<file path="src/rtl/ula_8bits.sv">
// 8-bit ALU execute stage: arithmetic, bitwise logic and unsigned compare, all outputs registered.
// Optional Overflow output enabled by defining OVERFLOW_FLAG_EN.
module ula_8bits (
  input  logic        clk,
  input  logic        rst,
  input  logic [7:0]  A,
  input  logic [7:0]  B,
  input  logic [3:0]  Sel_Op,
`ifdef OVERFLOW_FLAG_EN
  output logic        Overflow,
`endif
  output logic [15:0] Resultado,
  output logic        Maior,
  output logic        Menor,
  output logic        Igual
);

  localparam logic [3:0] OpAdd  = 4'b0000;
  localparam logic [3:0] OpSub  = 4'b0001;
  localparam logic [3:0] OpMul  = 4'b0010;
  localparam logic [3:0] OpDiv  = 4'b0011;
  localparam logic [3:0] OpMod  = 4'b0100;
  localparam logic [3:0] OpAnd  = 4'b0110;
  localparam logic [3:0] OpOr   = 4'b0111;
  localparam logic [3:0] OpNand = 4'b1000;
  localparam logic [3:0] OpNor  = 4'b1001;
  localparam logic [3:0] OpXor  = 4'b1010;
  localparam logic [3:0] OpNot  = 4'b1011;

  logic [15:0] res_d, res_q;
  logic        maior_q, menor_q, igual_q;
  logic        ovf_d;
  logic [8:0]  sum;
  logic [8:0]  diff;
  logic [15:0] prod;
  logic        b_zero;

  assign sum    = {1'b0, A} + {1'b0, B};
  // Bit 8 of the 9-bit difference is the borrow (set iff A < B).
  assign diff   = {1'b0, A} - {1'b0, B};
  assign prod   = {8'h00, A} * {8'h00, B};
  assign b_zero = (B == 8'h00);

  always_comb begin
    res_d = 16'h0000;
    ovf_d = 1'b0;
    case (Sel_Op)
      OpAdd: begin
        res_d = {7'b0, sum};
        ovf_d = sum[8];
      end
      OpSub: begin
        res_d = {7'b0, diff};
        ovf_d = diff[8];
      end
      OpMul: begin
        res_d = prod;
        ovf_d = (prod[15:8] != 8'h00);
      end
      OpDiv: begin
        // Divide by zero saturates rather than trapping.
        res_d = b_zero ? 16'h00FF : {8'h00, A / B};
        ovf_d = b_zero;
      end
      OpMod: begin
        res_d = b_zero ? {8'h00, A} : {8'h00, A % B};
        ovf_d = b_zero;
      end
      OpAnd:  res_d = {8'h00, A & B};
      OpOr:   res_d = {8'h00, A | B};
      OpNand: res_d = {8'h00, ~(A & B)};
      OpNor:  res_d = {8'h00, ~(A | B)};
      OpXor:  res_d = {8'h00, A ^ B};
      OpNot:  res_d = {8'h00, ~A};
      default: begin
        res_d = 16'h0000;
        ovf_d = 1'b0;
      end
    endcase
  end

  always_ff @(posedge clk) begin
    if (rst) begin
      res_q   <= 16'h0000;
      maior_q <= 1'b0;
      menor_q <= 1'b0;
      igual_q <= 1'b0;
    end else begin
      res_q   <= res_d;
      maior_q <= (A > B);
      menor_q <= (A < B);
      igual_q <= (A == B);
    end
  end

  assign Resultado = res_q;
  assign Maior     = maior_q;
  assign Menor     = menor_q;
  assign Igual     = igual_q;

`ifdef OVERFLOW_FLAG_EN
  logic ovf_q;

  always_ff @(posedge clk) begin
    if (rst) begin
      ovf_q <= 1'b0;
    end else begin
      ovf_q <= ovf_d;
    end
  end

  assign Overflow = ovf_q;
`else
  logic unused_ovf;
  assign unused_ovf = ovf_d;
`endif

endmodule

</file>
<file path="config.mk">
export PLATFORM = sky130hd
export DESIGN_NAME = ula_8bits
export DESIGN_NICKNAME = d
export VERILOG_FILES = /design/src/rtl/ula_8bits.sv
export SDC_FILE = /design/constraint.sdc
export NUM_CORES = 1
export LEC_CHECK = 0
export ABC_AREA = 0
export CORE_AREA = 2 2 104 106
export DETAILED_ROUTE_END_ITERATION = 8
export DIE_AREA = 0 0 106 108
export GPL_TIMING_DRIVEN = 0
export PLACE_DENSITY = 0.81
export SETUP_SLACK_MARGIN = 0.3
export SYNTH_ARGS = -nofsm -noshare
export SYNTH_HDL_FRONTEND = slang
export SYNTH_SLANG_ARGS = --single-unit
export TNS_END_PERCENT = 5
</file>
<file path="constraint.sdc">
create_clock -name clk -period 15.2 [get_ports clk]
set_input_delay 4.56 -clock clk [delete_from_list [all_inputs] [get_ports clk]]
set_output_delay 4.56 -clock clk [all_outputs]
set_load 0.01 [all_outputs]
</file>
==> impl_results.md, run 1 <==
- Register area share after synthesis: 6.67%
- Total power: 540 uW
- Clk buf depth: 2
- Tightest Pin Transition: 1.25 ns
- Status: finished, final reports clean
- HP Start: rst
- I/O pin count: 41
- CTS tree: done
- Clock root buffer: clkbuf_8
- Critical-path top delay cell: clkdlybuf4s50_1
- Antenna violations before repair: 0
- Total GRT Usage: 35.0%
- Layout cell share with drive strength beyond 1: 12.3%
- Post-Syn Instances: 743
- Critical path data required time: 15.36 ns
- Hold Path Class: in2reg
- Initial core utilization: 55.7%
- Die Wd: 106 um
- Setup violators final: 0
- Path type of the worst setup path: in2reg
- Cell taking the most area after synthesis: ha_1
- Placed Cells: 919
- Worst Setup Start Kind: input port
- Wire per inst: 21.7 um
- Distinct cells, synth: 66
- CP Data Arrival Time: 14.98 ns
- CP Capture Type: flop
- # rows: 37
- GP Congestion: 0.967
- Vias: 6195
- Pwr Density: 77.9 nW/um^2
- Largest net degree at the start of global routing: 19
- Htree depth: 1
- Syn Nets: 904
- Met3 usage: 6.87%
- Met1 usage: 43.5%
- Nets: 973
- Worst setup path start: B[6]
- # DRC: 0
- # Max-Cap Violations: 0
- Worst slew margin: 14.6%
- Tmin final: 14.82 ns
- Vias in the first global route: 6023
- Syn. warnings: 0
- Max-slew violations: 0
- Diode count: 0
- Final non-filler cell total: 947
- Top cells by area, synth: ha_1 (22%), fa_1 (14%), dfxtp_1 (6.7%)
- Ys async rst share: 0%
- Global-route wire length before repair: 31100 um
- Clock slew at reported path FFs: 0.08 ns
- M2 GR Usage: 59.4%
- Share of the synthesized area in the top cell type: 22.0%
- RSZ-0062 raised after global routing: yes
- FF+latch count, synth: 19
- Die area: 11400 sq um
- Syn_area_per_cell: 7.67 sq um
- Cts hold-fix bufs: 0
- GR peak layer: met2
- Total CTS buffers: 3
- Primary FF master, synth: dfxtp_1
- Mapped Area: 5700 sq um
- DPL Wire Length: 14800 um
- Max rail drop VDD: 55.6 uV
- Final hold violation count: 0
- Starting DRT DRC Count: 596
- Sink Count: 19
- Die Y: 108 um
- Port Buffer Count: 40
- DRT Pass-1 Iters: 5
- Core Util, Final: 67.7%
- Setup TNS: 0 ns
- CP most frequent cell: o21a_1
- Static Leak: 3.09 nW
- Layout area overhead: 21.5%
- Highest clock rate: 67.5 MHz
- Largest stage delay, worst path: 0.45 ns
- GR Overflow Total: 0
- Worst-path maximum fanout: 10
- Fin crit share: 97.5%
- Core area: 10200 sq um
- Place WS: -2.63 ns
- WL final: 20600 um
- Post-DRT Antenna Nets: 0
- Number of synthesized flops with an enable pin: 0
- Setup ws final: 0.379 ns
- Vias/cell: 6.54
-- state kept, by name, summed over array words and instances, names as in the netlist --
signal and cells:
Menor 1, Igual 1, Resultado 16, Maior 1
-- metal layers --
metal | routed length [um] | up-vias | share of wire, %
met5 | 0 | - | 0
met4 | 1050 | 0 | 5.1
met3 | 1760 | 97 | 8.6
met2 | 9440 | 375 | 46
met1 | 8340 | 2961 | 41
li1 | - | 2762 | -
-- cells by family (layout without fill, tap and decap cells) --
logic type	Yosys count	count (layout)	share of synthesized area (%)
simple gates	229	229	18.8
buf+inv	110	178	7.40
flops	19	19	6.67
fa+ha+maj	139	139	35.7
mux	14	14	2.70
compound gates	200	200	23.9
xor+xnor	32	32	4.92
-- layout make-up --
| cell class | instances | area (sq um) |
|---|---|---|
| multi-input cells | 614 | 5290 |
| fillers | 788 | 3300 |
| repair buffers | 64 | 579 |
| flip-flops and latches | 19 | 380 |
| inverters | 86 | 332 |
| well taps | 136 | 170 |
| plain buffers | 24 | 131 |
| clock buffers | 3 | 41.3 |
| clock inverters | 1 | 5.00 |
-- repair_timing --
| action | CTS | global route |
|---|---|---|
| resized for setup | 47 | 44 |
| pin swaps | 10 | 14 |
| setup endpoints to repair | 8 | 8 |
| setup buffers | 16 | 8 |
-- worst paths after layout --
kind | depth (start not counted) | endpoint
setup / recovery | 51 | Resultado[6]
hold / removal | 2 | Igual
-- where the power goes --
part	leakage [nW]	total, mW	internal (mW)	switching, mW
Clock	0.0255	0.0392	0.0184	0.0208
Combinational	2.91	0.446	0.192	0.255
Sequential	0.155	0.0541	0.0532	0.000922
Total	3.09	0.540	0.263	0.276
-- layout by cell type, fill, tap and decap left out, types with 23 or more instances in the layout --
master / Yosys / routed
inv_1: 84 / 83
clkdlybuf4s50_1: 0 / 36
buf_4: 0 / 23
fa_1: 39 / 38
a21oi_1: 52 / 42
o21ai_0: 31 / 26
ha_1: 100 / 89
nand2_1: 66 / 65
nor3_1: 27 / 25
nor2_1: 71 / 68
-- synthesized netlist by cell type, types with 3 or more instances --
library cell  count
o21bai_1          6
a211oi_1          8
nor2b_1           8
dfxtp_1          19
mux2_2            7
a22o_1            3
nand3_1           9
nand2b_1         16
a22oi_1           4
a21o_1           13
and3_1            4
o21a_1           12
o211ai_1          7
nor2_1           71
nor3_1           27
ha_1            100
o21ai_0          31
mux2i_1           6
or2_2             3
o311ai_0          3
a32oi_1           3
a21oi_1          52
buf_1             3
xor2_1           10
o22ai_1          10
and2_1            5
clkbuf_1         19
nor4_1            6
xnor2_1          22
fa_1             39
or3_1             6
a31oi_1           7
a221o_1           3
o221ai_1          4
o31ai_1           5
inv_1            84
nand2_1          66
a41oi_1           3
-- critical path, delay by kind of cell --
kind | cells | cell delay (ns)
AO/OA/AOI/OAI | 22 | 3.84
buffers and inverters | 7 | 1.35
adder cells (fa/ha/maj) | 7 | 2.18
AND/OR/NAND/NOR | 12 | 2.16
multiplexers | 2 | 0.68
XOR/XNOR | 1 | 0.18
-- stage by stage --
| stage | instance area (sq um) | hold slack (ns) |
|---|---|---|
| finish | 6930 | 4.92 |
| global route | 6930 | 4.98 |
| CTS | 6620 | 4.92 |
| detailed placement | 6270 | 5.22 |
| global placement | 6270 | 5.20 |
| floorplan | 5700 | 4.63 |
No activity file was read; power rests on OpenSTA's default activity.
==> inputs of run 2 (changes only) <==
--- a/config.mk
+++ b/config.mk
@@ -6,11 +6,12 @@
 export NUM_CORES = 1
 export LEC_CHECK = 0
 export ABC_AREA = 0
-export CORE_AREA = 2 2 104 106
+export CORE_AREA = 2 2 101 103
 export DETAILED_ROUTE_END_ITERATION = 8
-export DIE_AREA = 0 0 106 108
+export DIE_AREA = 0 0 103 105
+export DONT_BUFFER_PORTS = 1
 export GPL_TIMING_DRIVEN = 0
-export PLACE_DENSITY = 0.81
+export PLACE_DENSITY = 0.79
 export SETUP_SLACK_MARGIN = 0.3
 export SYNTH_ARGS = -nofsm -noshare
 export SYNTH_HDL_FRONTEND = slang
==> run 2 against run 1 <==
Net effect: combinational power fell by 7.8%; maximum frequency rose by 0.87%; cell count fell by 4.5%; sequential cell count did not move; critical path type unchanged; critical endpoint is now Resultado[2]; largest power group unchanged; highest routed layer unchanged.
==> impl_results.md, run 2 (synthesis gave the netlist of run 1 again) <==
- Status: finished, final reports clean
- Most common cell after layout, fill and taps aside: ha_1
- Tightest Pin Transition: 1.13 ns (-0.119 ns)
- Critical path data required time: 15.35 ns (about the same)
- Starting DRT DRC Count: 490 (-18%)
- Area post-placement: 5870 sq um (-6.4%)
- Final hold violation count: 0 (unchanged)
- Worst Setup Start Kind: input port
- # DRC: 0 (unchanged)
- # rows: 36 (-2.7%)
- Post-Layout Inst Area: 6370 sq um (-8.0%)
- # Max-Cap Violations: 0 (unchanged)
- Vias: 5886 (-5.0%)
- Max reg flops: 16 (unchanged)
- Static Leak: 2.90 nW (-6.1%)
- Tmin final: 14.69 ns (-0.127 ns)
- Die Wd: 103 um (-2.8%)
- DPL Wire Length: 14100 um (-4.8%)
- Wire per inst: 20.7 um (-4.9%)
- Place WS: -1.80 ns (+0.826 ns)
- Layout cell share with drive strength beyond 1: 11.2% (-1.2 points)
- Vias/cell: 6.51 (-0.47%)
- Largest stage delay, worst path: 0.42 ns (-0.03 ns)
- Worst-path maximum fanout: 10 (unchanged)
- Max-slew violations: 0 (unchanged)
- WL final: 18700 um (-9.2%)
- CP Capture Type: flop
- Critical-path top delay cell: nor4_4
- Largest net degree at the start of global routing: 19 (unchanged)
- Placed Cells: 876 (-4.7%)
- Setup violators final: 0 (unchanged)
- Core area: 9640 sq um (-5.8%)
- Initial core utilization: 59.1% (+3.4 points)
- Port Buffer Count: 0 (-100%)
- Max rail drop VDD: 68.6 uV (+23%)
- Diode count: 0 (unchanged)
- Sink Count: 19 (unchanged)
- Setup ws final: 0.506 ns (+0.127 ns)
- Clock root buffer: clkbuf_8
- Nets: 933 (-4.1%)
- Die Y: 105 um (-2.8%)
- Cts hold-fix bufs: 0 (unchanged)
- Final non-filler cell total: 904 (-4.5%)
- Pwr Density: 79.3 nW/um^2 (+1.8%)
- DRT Pass-1 Iters: 5 (unchanged)
- GP Congestion: 1.01 (+4.8%)
- Clk buf depth: 2 (unchanged)
- Vias in the first global route: 5654 (-6.1%)
- Worst slew margin: 24.0% (+9.4 points)
- GR Overflow Total: 0 (unchanged)
- I/O pin count: 41 (unchanged)
- Global-route wire length before repair: 28700 um (-7.6%)
- Total power: 505 uW (-6.4%)
- Path type of the worst setup path: in2reg
- Total CTS buffers: 3 (unchanged)
- Htree depth: 1 (unchanged)
- Highest clock rate: 68.1 MHz (+0.87%)
- Fin crit share: 96.7% (-0.84 points)
- Antenna violations before repair: 0 (unchanged)
- RSZ-0062 raised after global routing: no
- Post-DRT Antenna Nets: 0 (unchanged)
- Commonest cells after routing, fill and taps aside: ha_1 (94), inv_1 (83), nor2_1 (70), nand2_1 (66), a21oi_1 (43)
- Layout area overhead: 11.8%
- CTS tree: done
- Hold Path Class: in2reg
- Setup TNS: 0 ns (unchanged)
- CP Data Arrival Time: 14.84 ns (-0.14 ns)
- Die area: 10800 sq um (-5.5%)
- Total GRT Usage: 34.1% (-0.83 points)
- Clock slew at reported path FFs: 0.08 ns (about the same)
## run 2: per-stage QoR
stage | util (%) | hold slack, ns
floorplan | - | 4.63
global placement | 60.9 | 4.63
detailed placement | 60.9 | 4.64
CTS | 62.1 | 4.35
global route | 66.1 | 4.34
finish | 66.1 | 4.36
## run 2: repair_timing
action	4_1_cts	5_1_grt
pin swaps	4	14
endpoints found under the hold margin	0	0
resized for setup	14	46
gates cloned	0	1
setup buffers	4	19
setup endpoints to repair	8	8
## run 2: worst paths after layout
check,from,endpoint,slack [ns],depth (start not counted)
worst max-delay path,B[7],Resultado[2],0.51,48
worst min-delay path,rst,Igual,4.36,1
## run 2: power breakdown
part | switching [mW] | internal (mW) | leakage, nW
logic | 0.235 | 0.176 | 2.72
registers | 0.00291 | 0.0533 | 0.155
clock network | 0.0200 | 0.0183 | 0.0255
total | 0.258 | 0.248 | 2.90
## run 2: worst max-delay path: cells and delay by family
kind | cells | cell delay, ns
AO/OA/AOI/OAI | 26 | 4.62
adder cells (fa/ha/maj) | 7 | 2.15
AND/OR/NAND/NOR | 9 | 2.04
buffers and inverters | 4 | 0.81
multiplexers | 2 | 0.64
## run 2: layout make-up
cell class / count / area [sq um]
Sequential cell: 19 / 380
Buffer: 24 / 111
Clock inverter: 1 / 5.00
Clock buffer: 3 / 41.3
Fill cell: 824 / 3270
Inverter: 86 / 328
Timing Repair Buffer: 24 / 188
Multi-Input combinational cell: 614 / 5150
Tap cell: 133 / 166
## run 2: metal layers
layer / GRT usage (%) / routed length [um] / vias to the layer above
li1: - / - / 2684
met1: 46.3 / 7490 / 2812
met2: 53.7 / 8770 / 330
met3: 6.02 / 1820 / 60
met4: 12.5 / 613 / 0
met5: 0 / 0 / -
